$ cat src/rtl/mem_arb_pkg.sv
// rtl/mem_arb_pkg.sv - shared types and constants for the memory port arbiter
package mem_arb_pkg;

  // Default widths of the command bus.
  localparam int unsigned DEF_ADDR_W = 16;
  localparam int unsigned DEF_DATA_W = 16;

  // Memory may acknowledge no earlier than this many cycles after mem_en.
  localparam int unsigned MIN_MEM_LAT = 1;

  // Arbiter FSM states.
  typedef enum logic [1:0] {
    IDLE  = 2'd0,
    ISSUE = 2'd1,
    WAIT  = 2'd2
  } arb_state_e;

  // One memory command at the default widths.
  typedef struct packed {
    logic                  we;
    logic [DEF_ADDR_W-1:0] addr;
    logic [DEF_DATA_W-1:0] wdata;
  } mem_cmd_t;

endpackage

$ cat src/rtl/arb_select.sv
// rtl/arb_select.sv - combinational winner picker; MEM_ARB_ROUND_ROBIN_EN selects round-robin
module arb_select #(
  parameter int NUM_REQ = 2,
  parameter int IDX_W   = 1
) (
  input  logic [NUM_REQ-1:0] req,
  input  logic [NUM_REQ-1:0] mask,
`ifdef MEM_ARB_ROUND_ROBIN_EN
  input  logic [IDX_W-1:0]   ptr,
  input  logic               ptr_vld,
`endif
  output logic [NUM_REQ-1:0] grant,
  output logic [IDX_W-1:0]   grant_idx,
  output logic               any
);

  logic [NUM_REQ-1:0] cand;

`ifdef MEM_ARB_ROUND_ROBIN_EN
  // Round-robin: search from the slot after the last winner, wrapping to 0.
  always_comb begin
    int start;
    int idx;
    logic found;
    cand      = req & ~mask;
    grant     = '0;
    grant_idx = '0;
    any       = |cand;
    found     = 1'b0;
    start     = ptr_vld ? ((int'(ptr) + 1) % NUM_REQ) : 0;
    idx       = 0;
    for (int k = 0; k < NUM_REQ; k++) begin
      idx = (start + k) % NUM_REQ;
      if (!found && cand[idx]) begin
        found      = 1'b1;
        grant[idx] = 1'b1;
        grant_idx  = IDX_W'(idx);
      end
    end
  end
`else
  // Fixed priority: scanning downward leaves the lowest requesting index as winner.
  always_comb begin
    cand      = req & ~mask;
    grant     = '0;
    grant_idx = '0;
    any       = |cand;
    for (int i = NUM_REQ - 1; i >= 0; i--) begin
      if (cand[i]) begin
        grant     = '0;
        grant[i]  = 1'b1;
        grant_idx = IDX_W'(i);
      end
    end
  end
`endif

endmodule

$ cat src/rtl/mem_port_arbiter.sv
// rtl/mem_port_arbiter.sv - N-requester arbiter onto one memory port; MEM_ARB_ROUND_ROBIN_EN enables round-robin
module mem_port_arbiter
  import mem_arb_pkg::*;
#(
  parameter int NUM_REQ = 2,
  parameter int ADDR_W  = 16,
  parameter int DATA_W  = 16,
  parameter int IDX_W   = (NUM_REQ > 1) ? $clog2(NUM_REQ) : 1
) (
  input  logic                      clk,
  input  logic                      rst_n,
  input  logic [NUM_REQ-1:0]        req,
  input  logic [NUM_REQ-1:0]        req_we,
  input  logic [NUM_REQ*ADDR_W-1:0] req_addr,
  input  logic [NUM_REQ*DATA_W-1:0] req_wdata,
  output logic [NUM_REQ-1:0]        stall,
  output logic [NUM_REQ-1:0]        done,
  output logic [DATA_W-1:0]         rdata,
  output logic                      mem_en,
  output logic                      mem_we,
  output logic [ADDR_W-1:0]         mem_addr,
  output logic [DATA_W-1:0]         mem_wdata,
  input  logic                      mem_ack,
  input  logic [DATA_W-1:0]         mem_rdata
);

  typedef struct packed {
    logic              we;
    logic [ADDR_W-1:0] addr;
    logic [DATA_W-1:0] wdata;
  } cmd_t;

  arb_state_e          state_q, state_d;
  logic [IDX_W-1:0]    grant_idx_q, grant_idx_d;
  cmd_t                cmd_q, cmd_d;
  logic                mem_en_q, mem_en_d;
  logic [NUM_REQ-1:0]  done_q, done_d;
  logic [DATA_W-1:0]   rdata_q, rdata_d;

  logic [NUM_REQ-1:0]  sel_grant;
  logic [IDX_W-1:0]    sel_idx;
  logic                sel_any;
  cmd_t                sel_cmd;

`ifdef MEM_ARB_ROUND_ROBIN_EN
  logic [IDX_W-1:0]    ptr_q, ptr_d;
  logic                ptr_vld_q, ptr_vld_d;
`endif

  // A requester's own done cycle masks it, so a held req is not regranted.
  arb_select #(
    .NUM_REQ (NUM_REQ),
    .IDX_W   (IDX_W)
  ) u_arb_select (
    .req       (req),
    .mask      (done_q),
`ifdef MEM_ARB_ROUND_ROBIN_EN
    .ptr       (ptr_q),
    .ptr_vld   (ptr_vld_q),
`endif
    .grant     (sel_grant),
    .grant_idx (sel_idx),
    .any       (sel_any)
  );

  // Mux the winning requester's command using the one-hot grant.
  always_comb begin
    sel_cmd = '0;
    for (int i = 0; i < NUM_REQ; i++) begin
      if (sel_grant[i]) begin
        sel_cmd.we    = req_we[i];
        sel_cmd.addr  = req_addr[i*ADDR_W +: ADDR_W];
        sel_cmd.wdata = req_wdata[i*DATA_W +: DATA_W];
      end
    end
  end

  // Next-state logic: arbitrate in IDLE, strobe in ISSUE, hold until ack in WAIT.
  always_comb begin
    state_d     = state_q;
    grant_idx_d = grant_idx_q;
    cmd_d       = cmd_q;
    mem_en_d    = 1'b0;
    done_d      = '0;
    rdata_d     = rdata_q;
`ifdef MEM_ARB_ROUND_ROBIN_EN
    ptr_d       = ptr_q;
    ptr_vld_d   = ptr_vld_q;
`endif
    case (state_q)
      IDLE: begin
        if (sel_any) begin
          state_d     = ISSUE;
          grant_idx_d = sel_idx;
          cmd_d       = sel_cmd;
          mem_en_d    = 1'b1;
`ifdef MEM_ARB_ROUND_ROBIN_EN
          ptr_d       = sel_idx;
          ptr_vld_d   = 1'b1;
`endif
        end
      end
      ISSUE: begin
        // Ack is not accepted here: memory needs at least one cycle after mem_en.
        state_d = WAIT;
      end
      WAIT: begin
        if (mem_ack) begin
          state_d             = IDLE;
          done_d[grant_idx_q] = 1'b1;
          rdata_d             = cmd_q.we ? '0 : mem_rdata;
        end
      end
      default: state_d = IDLE;
    endcase
  end

  // State and registered outputs; asynchronous reset returns everything to idle.
  always_ff @(posedge clk or negedge rst_n) begin
    if (!rst_n) begin
      state_q     <= IDLE;
      grant_idx_q <= '0;
      cmd_q       <= '0;
      mem_en_q    <= 1'b0;
      done_q      <= '0;
      rdata_q     <= '0;
`ifdef MEM_ARB_ROUND_ROBIN_EN
      ptr_q       <= '0;
      ptr_vld_q   <= 1'b0;
`endif
    end else begin
      state_q     <= state_d;
      grant_idx_q <= grant_idx_d;
      cmd_q       <= cmd_d;
      mem_en_q    <= mem_en_d;
      done_q      <= done_d;
      rdata_q     <= rdata_d;
`ifdef MEM_ARB_ROUND_ROBIN_EN
      ptr_q       <= ptr_d;
      ptr_vld_q   <= ptr_vld_d;
`endif
    end
  end

  assign stall     = req & ~done_q;
  assign done      = done_q;
  assign rdata     = rdata_q;
  assign mem_en    = mem_en_q;
  assign mem_we    = cmd_q.we;
  assign mem_addr  = cmd_q.addr;
  assign mem_wdata = cmd_q.wdata;

  // The granted requester must keep req high until its done pulse.
  assert property (@(posedge clk) disable iff (!rst_n)
                   (state_q != IDLE) |-> req[grant_idx_q]);

  // The command strobe is followed by the ack-accepting state after the minimum latency.
  assert property (@(posedge clk) disable iff (!rst_n)
                   mem_en_q |-> ##MIN_MEM_LAT (state_q == WAIT));

endmodule

$ cat config.mk
export PLATFORM = sky130hd
export DESIGN_NAME = mem_port_arbiter
export DESIGN_NICKNAME = d
export VERILOG_FILES = /design/src/rtl/mem_arb_pkg.sv /design/src/rtl/arb_select.sv /design/src/rtl/mem_port_arbiter.sv
export SDC_FILE = /design/constraint.sdc
export NUM_CORES = 1
export LEC_CHECK = 0
export CORE_MARGIN = 2
export CORE_UTILIZATION = 41
export CTS_CLUSTER_DIAMETER = 120
export DETAILED_ROUTE_END_ITERATION = 12
export PLACE_DENSITY = 0.95
export SLEW_MARGIN = 20
export SYNTH_ARGS = -nofsm -noshare
export SYNTH_HDL_FRONTEND = slang
export SYNTH_SLANG_ARGS = --single-unit
$ cat constraint.sdc
create_clock -name clk -period 2.9 [get_ports clk]
set_input_delay 0.29 -clock clk [delete_from_list [all_inputs] [get_ports clk]]
set_output_delay 0.29 -clock clk [all_outputs]
set_load 0.005 [all_outputs]
# --- Word level (Yosys, flattened, before mapping) ---
# Index checks and enable logic that the tools add are counted.
classes:
  add_sub_neg: 0
  n_mul: 0
  div_mod_pow: 0
  order_cmp: 2
  eq_ne: 4
  n_shift: 0
  mux: 16
  bitwise: 2
  reduce_logical: 6
op_table:
  columns: ["op", "n"]
  rows:
  - ["$mux 33", 2]
  - ["$mux 16", 1]
  - ["$mux 2", 6]
  - ["$pmux 2 s3", 1]
  - ["$reduce_and 2->1", 3]
  - ["$mux 1", 5]
  - ["$ne 2x2->1 const B", 2]
  - ["$and 2x2->2", 1]
  - ["$eq 2x1->1 const B", 1]
  - ["$eq 2x2->1 const B", 1]
  - ["$logic_not 2->1", 1]
  - ["$lt 1x2->1 const B", 1]
  - ["$not 2->2", 1]
  - ["$reduce_or 2->1", 1]
  - ["$demux 1 s1", 1]
  - ["$ge 1x1->1 const B", 1]
  - ["$logic_and 1x1->1", 1]
totals:
  regBits: 55
  latch_bits: 0
  ramBits: 0
  mem_bits_ro: 0
  memories: 0

# --- Longest topological paths before layout ---
# Gate-level depths: netlist of the first run.
logic_depth:
  depth_word: 6
  mapped_depth: 5
  ltp_nobuf: 3

# --- By module ---
# Synthesis of the first run repeated with hierarchy kept, for this count alone.
unflattened:
  cells_unflattened: 240
  hier_area_um2: 2374.8
by_module_without_submodules:
  columns: ["module", "n_inst", "cells_each", "area_per_inst_um2", "seq_area_each_um2"]
  rows:
  - ["mem_port_arbiter", 1, 235, 2342.2, 1376.3]
  - ["arb_select", 1, 5, 32.5, 0.0]

# --- Worst setup path after synthesis of the first run ---
# No wires, ideal clock.
synth_path:
  path_kind: "reg-to-reg"
  from: "register state_q[1]"
  to: "register cmd_q (netlist bit mem_wdata[6])"
  arrival_ns: 1.176
  t_required_ns: 2.777
  path_slack_ns: 1.602
  stages_incl_launch_ff: 5
  period_less_slack_ns: 1.298
  path_cell_list: "dfrtp_1 nor4b_4 buf_4 nand2b_1 o221a_2"
synth_via:
  elab_chain_cells: 2
synth_rtl:
  columns: ["item", "line", "rtl"]
  rows:
  - ["from (decl)", "mem_port_arbiter.sv:33", "arb_state_e state_q, state_d;"]
  - ["from (signal assigned)", "mem_port_arbiter.sv:132", "state_q <= state_d;"]
  - ["$logic_not 2->1", "mem_port_arbiter.sv:90", "case (state_q)"]
  - ["$reduce_and 2->1 (no source line)", null, null]
  - ["to (signal assigned)", "mem_port_arbiter.sv:134", "cmd_q <= cmd_d;"]
  - ["to (decl)", "mem_port_arbiter.sv:35", "cmd_t cmd_q, cmd_d;"]
# No other way between the ends.
# A chain may end at the register's enable or synchronous reset.

# --- Worst setup path in the final report of the first run ---
layout_path:
  from: "input port req[0]"
  to: "output port stall[0]"
layout_via:
  elab_chain_cells: 1
layout_rtl:
  columns: ["item", "line", "rtl"]
  rows:
  - ["from (decl)", "mem_port_arbiter.sv:12", "input logic [NUM_REQ-1:0] req,"]
  - ["$and 2x2->2", "mem_port_arbiter.sv:145", "assign stall = req & ~done_q;"]
  - ["to (decl)", "mem_port_arbiter.sv:16", "output logic [NUM_REQ-1:0] stall,"]
# No other way between the ends.

==> results.cfg, run 1 <==
[outcome]
status = finished clean

[placement]
gp_congestion = 0.740
placedCellCount = 400
dp_hpwl_um = 4770
preCtsSetupSlack_ps = 875
portBuffers = 140

[synthesis]
yosys.area.top_type = dfrtp_1
synth-edff-count = 0
synth_common_cells = 55 x dfrtp_1, 49 x nand2b_1, 28 x o221a_1, 18 x o21ai_0, 16 x nand2_1
syn_inst = 198
synth-seq-area-share_pct = 57.4
synth.area.top_cells = dfrtp_1 57%, o221a_1 13%, nand2b_1 13%
syn_nets = 285
ys_ff_latch = 55
ys_types = 17
async_flop_share_pct = 100
synthDominantCellAreaShare_pct = 57.4
yosys_warnings = 0
yosysMostFrequentCell = dfrtp_1
netlist_area_um2 = 2400
synth-main-ff-cell = dfrtp_1
synth.avg_cell_area_um2 = 12.1

[pwr]
switching_power_mw = 1.03
irDropWorstVdd_mv = 0.545
p_seq_share_pct = 40.3
leakage_nw = 1.51
combPwrFrac_pct = 47.6
p_int_mw = 2.31
netSwitchingFraction_pct = 30.7
powerDensity_nw_per_um2 = 856
p_clk_share_pct = 12.2
power_mw = 3.34

[sta]
layout_min_cycle_time_ps = 1800
skew_ps = 9.46
fin_crit_sh_pct = 62.2
finalWorstSetupSlack_ps = 1100
max_freq_mhz = 555
worstMarginPinSlew_ps = 999
relSlewSlack_pct = 33.2
rsz0062_at_grt = false
setup-violations-final = 0
slew_violations = 0
hold_violations = 0
setup_tns_ps = 0

[die]
die-area_um2 = 6480
io_pins = 141
die-width_um = 80.5
start_util_pct = 43.1
rows = 27
die_y_um = 80.5
coreArea_um2 = 5570

[critical_path]
crit_fanout = 4
timing.rr.end = rdata[15]
worstReg2RegStart = state_q[0]
r2r_setup_slack_ps = 1100
startpoint = req[0]
cp.arrival_ps = 1510
critPathKind = primary input to output port
cp.required_ps = 2610
cp-end-kind = output port
ff2ff_path_depth = 2
cp-start-kind = primary input

[routing]
vias = 2049
wl_per_cell_um = 15.4
drtPass1Iterations = 4
wirelength_um = 6280
via_per_inst = 5.02
drtAntennaViolNets = 0
drt_iter0_drc = 50
drc_errors = 0

[grt]
grt_pass1_vias = 2162
grt_overflow = 0
grt_pass1_wl_um = 10100
antenna_found_initial = 0
track_usage_pct = 20.2
grt_max_degree = 36

[clock_tree]
tritoncts = done
numCtsBuffers = 5
hold_buffers = 0
post_cts_buffers = 0
clkTransAtPathRegs_ps = 100
root_buffer = clkbuf_8
h-tree-depth = 2
worstSkewPairLatency_ps = 300
post_cts_resized = 0
cts_max_path_buffers = 2
clkSinkCount = 55

[cells_and_area]
seqCellArea_um2 = 1380
final_cells = 408
n_antenna_cell = 0
multi_input_area_um2 = 921
fill_cells = 413
drive_above_1_share_pct = 6.25
final_net_count = 422
area_growth_pct = 62.8

[flow_run]
maxCapViolations = 0

[worst_hold_path]
hold_path_class = primary input to asynchronous set/reset pin
==> layer usage <==
metal  wire [µm]  track usage, %
met5           0               0
met1        2420            23.6
met3         451            5.73
met2        3350            36.8
met4          54            4.58
==> worst max-delay path, cell delays in order <==
cell	delay (ps)
clkdlybuf4s50_1	490
nor2b_2	200
clkdlybuf4s50_1	530
==> per-stage QoR <==
| step | area [µm²] | hold slack, ps | util [%] |
|---|---|---|---|
| finish | 3910 | 3.40 | 70.1 |
| global route | 3910 | 51.7 | 70.1 |
| CTS | 3910 | 15.0 | 70.1 |
| detailed placement | 3820 | 351 | 68.6 |
| global placement | 3820 | 342 | 68.6 |
| floorplan | 2400 | -5.59 | - |
==> cells by family (layout without fill, tap and decap cells) <==
kind of cell           count (synthesis)  count (layout)  synth area share (%)
AO/OA/AOI/OAI                         53              53                  19.9
flip-flops                            55              55                  57.4
buffers and inverters                 16             154                  4.28
AND/OR/NAND/NOR                       74              74                  18.5
==> layout by cell type, fill, tap and decap left out, drive strengths merged <==
cell	count
nand3b	3
clkdlybuf4s50	139
nand2	16
dfrtp	55
o21a	2
clkinvlp	1
clkinv	1
o221a	33
clkbuf	6
nor2b	2
nor2	3
nand2b	49
nor4b	1
buf	5
o21ai	18
inv	2
==> state kept, by name, indices dropped and copies added (netlist names) <==
name	cells
state_q	2
rdata	16
mem_en	1
mem_addr	16
mem_we	1
done	2
mem_wdata	16
grant_idx_q	1
==> power groups by stage <==
| stage | registers (mW) | logic, mW | clock network [mW] |
|---|---|---|---|
| floorplan | 1.34 | 0.733 | 0 |
| global placement | 1.34 | 1.57 | 0 |
| detailed placement | 1.36 | 1.62 | 0 |
| CTS | 1.35 | 1.62 | 0.426 |
| global route | 1.39 | 1.74 | 0.452 |
| finish | 1.35 | 1.59 | 0.407 |
==> final cells by class <==
type / instances / area share, %
timing repair buffer: 144 / 36.5
sequential: 55 / 35.2
multi-input combinational: 127 / 23.6
tap: 72 / 2.31
clock buffer: 6 / 1.86
clock inverter: 2 / 0.320
inverter: 2 / 0.192
==> how the worst max path moves through the flow <==
| stage | slack [ps] | cells past startpoint | to |
|---|---|---|---|
| 2_1_floorplan | 1600 | 4 | mem_wdata[6] |
| 3_3_place_gp | 990 | 4 | rdata[5] |
| 6_report | 1100 | 3 | stall[0] |
| 3_5_place_dp | 880 | 3 | rdata[15] |
| 4_1_cts | 1090 | 3 | stall[0] |
| 5_1_grt | 900 | 3 | rdata[0] |
(Power assumes the default switching activity.)
==> run 2: changes to the inputs <==
--- a/config.mk
+++ b/config.mk
@@ -6,10 +6,10 @@
 export NUM_CORES = 1
 export LEC_CHECK = 0
 export CORE_MARGIN = 2
-export CORE_UTILIZATION = 41
+export CORE_UTILIZATION = 38
 export CTS_CLUSTER_DIAMETER = 120
 export DETAILED_ROUTE_END_ITERATION = 12
-export PLACE_DENSITY = 0.95
+export PLACE_DENSITY = 0.92
 export SLEW_MARGIN = 20
 export SYNTH_ARGS = -nofsm -noshare
 export SYNTH_HDL_FRONTEND = slang
==> constraint.sdc (replaced) <==
create_clock -name clk -period 1.77 [get_ports clk]
set_input_delay 0.177 -clock clk [delete_from_list [all_inputs] [get_ports clk]]
set_output_delay 0.177 -clock clk [all_outputs]
set_load 0.005 [all_outputs]
==> run 2 against run 1 <==
  * Critical path depth fell by 1
  * Via count increased by 0.29%
  * Total power is 75% higher
  * Wire length is 3.1% higher
  * Die area grew 7.5%
  * Critical endpoint unchanged
  * Largest cell class unchanged
  * Combinational power rose by 73%
  * Clock skew fell by 4.6 ps
  * Clock power is 130% higher
  * Hold slack improved by 430 ps
  * Sequential share of layout area is 1.0 points lower
  * Non-clock buffer count is 5 higher
  * Sequential power up 61%
==> results.cfg, run 2 (synthesis results as in run 1) <==
[outcome]
status = finished clean

[cells_and_area]
final_common_cell = clkdlybuf4s50_1
final_cells = 416
final_net_count = 427
final_cell_mix = 139 x clkdlybuf4s50_1, 55 x dfrtp_1, 49 x nand2b_1
area_growth_pct = 67.6
n_antenna_cell = 0
drive_above_1_share_pct = 7.33

[clock_tree]
cts_max_path_buffers = 2
h-tree-depth = 2
post_cts_resized = 0
clkTransAtPathRegs_ps = 90
clkSinkCount = 55
tritoncts = done
numCtsBuffers = 5
worstSkewPairLatency_ps = 290
post_cts_buffers = 0
root_buffer = clkbuf_8

[routing]
wirelength_um = 6470
drtPass1Iterations = 4
drc_errors = 0
drtAntennaViolNets = 0
via_per_inst = 4.94
wl_per_cell_um = 15.6
drt_iter0_drc = 79
vias = 2055

[critical_path]
startpoint = done[0]
crit_fanout = 4
cp.required_ps = 1590
timing.rr.end = mem_addr[2]
cp.arrival_ps = 1430
cpPeakStageDelay_ps = 520
path_cells = nor2b_2 -> clkdlybuf4s50_1
endpoint = stall[0]
worstReg2RegStart = state_q[1]
r2r_setup_slack_ps = 370
crit_slowest_cell = clkdlybuf4s50_1
ff2ff_path_depth = 4
cp-end-kind = output port
critPathKind = flip-flop to output port
cp-start-kind = flip-flop

[sta]
layout_min_cycle_time_ps = 1610
setup_tns_ps = 0
hold_violations = 0
relSlewSlack_pct = 58.4
rsz0062_at_grt = false
whs_ps = 429
fin_crit_sh_pct = 90.8
setup-violations-final = 0
max_freq_mhz = 622
skew_ps = 4.87
worstMarginPinSlew_ps = 624
slew_violations = 0

[grt]
antenna_found_initial = 0
grt_pass1_wl_um = 10700
track_usage_pct = 18.9
grt_max_degree = 35
grt_pass1_vias = 2280
grt_overflow = 0

[die]
die-area_um2 = 6970
rows = 28
io_pins = 141
die_y_um = 83.5
coreArea_um2 = 6030
start_util_pct = 39.8
die-width_um = 83.5

[pwr]
powerDensity_nw_per_um2 = 1460
power_mw = 5.86
irDropWorstVdd_mv = 0.863
leakage_nw = 1.56

[worst_hold_path]
hold_path_class = primary input to asynchronous set/reset pin

[placement]
portBuffers = 140
gp_congestion = 0.769
dp_hpwl_um = 5010
placedCellCount = 407

[flow_run]
maxCapViolations = 0
## run 2: cell type report
class                      instances  area (µm²)
fill                             467        2000
inverter                           2        7.51
timing repair buffer             149        1490
tap                               75        93.8
sequential                        55        1380
clock inverter                     2        60.1
clock buffer                       6        72.6
multi-input combinational        127         921
## run 2: repair_timing
item | CTS | global route
endpoints found under the hold margin | 26 | 0
setup endpoints to repair | 0 | 0
hold buffers | 1 | 0
## run 2: worst max-delay path, delay by kind of cell (launching register included)
kind | cells | cell delay [ps]
buffers and inverters | 1 | 520
flip-flops | 1 | 440
AND/OR/NAND/NOR | 1 | 180
## run 2: where the power goes
group	total, mW	switching, mW	internal, mW
registers	2.17	0.349	1.82
clock network	0.946	0.381	0.565
logic	2.75	0.982	1.76
total	5.86	1.71	4.15
## run 2: how the worst min path moves through the flow
stage / startpoint / end / slack, ps / depth (start not counted)
after floorplan: rst_n / done[0] / -120 / 0
after global placement: rst_n / mem_addr[10] / 220 / 1
after detailed placement: rst_n / mem_addr[10] / 230 / 1
after CTS: mem_rdata[10] / rdata[10] / 430 / 3
after global routing: mem_rdata[4] / rdata[4] / 440 / 3
final: rst_n / mem_addr[4] / 430 / 2
## run 2: per-layer routing
metal  global-route usage (%)  vias to the layer above  routed length (µm)
met1                     21.2                      979                2500
li1                         -                      986                   -
met5                        0                        -                   0
met4                     6.45                        0                 104
met2                     35.0                       80                3520
met3                     4.25                       10                 352
## run 2: through the flow
step	instance area, µm²	util (%)	setup slack [ps]
4_1_cts	4020	66.8	142
3_3_place_gp	3880	64.4	228
2_1_floorplan	2400	-	472
5_1_grt	4020	66.8	96.0
6_report	4020	66.8	163
3_5_place_dp	3880	64.4	180
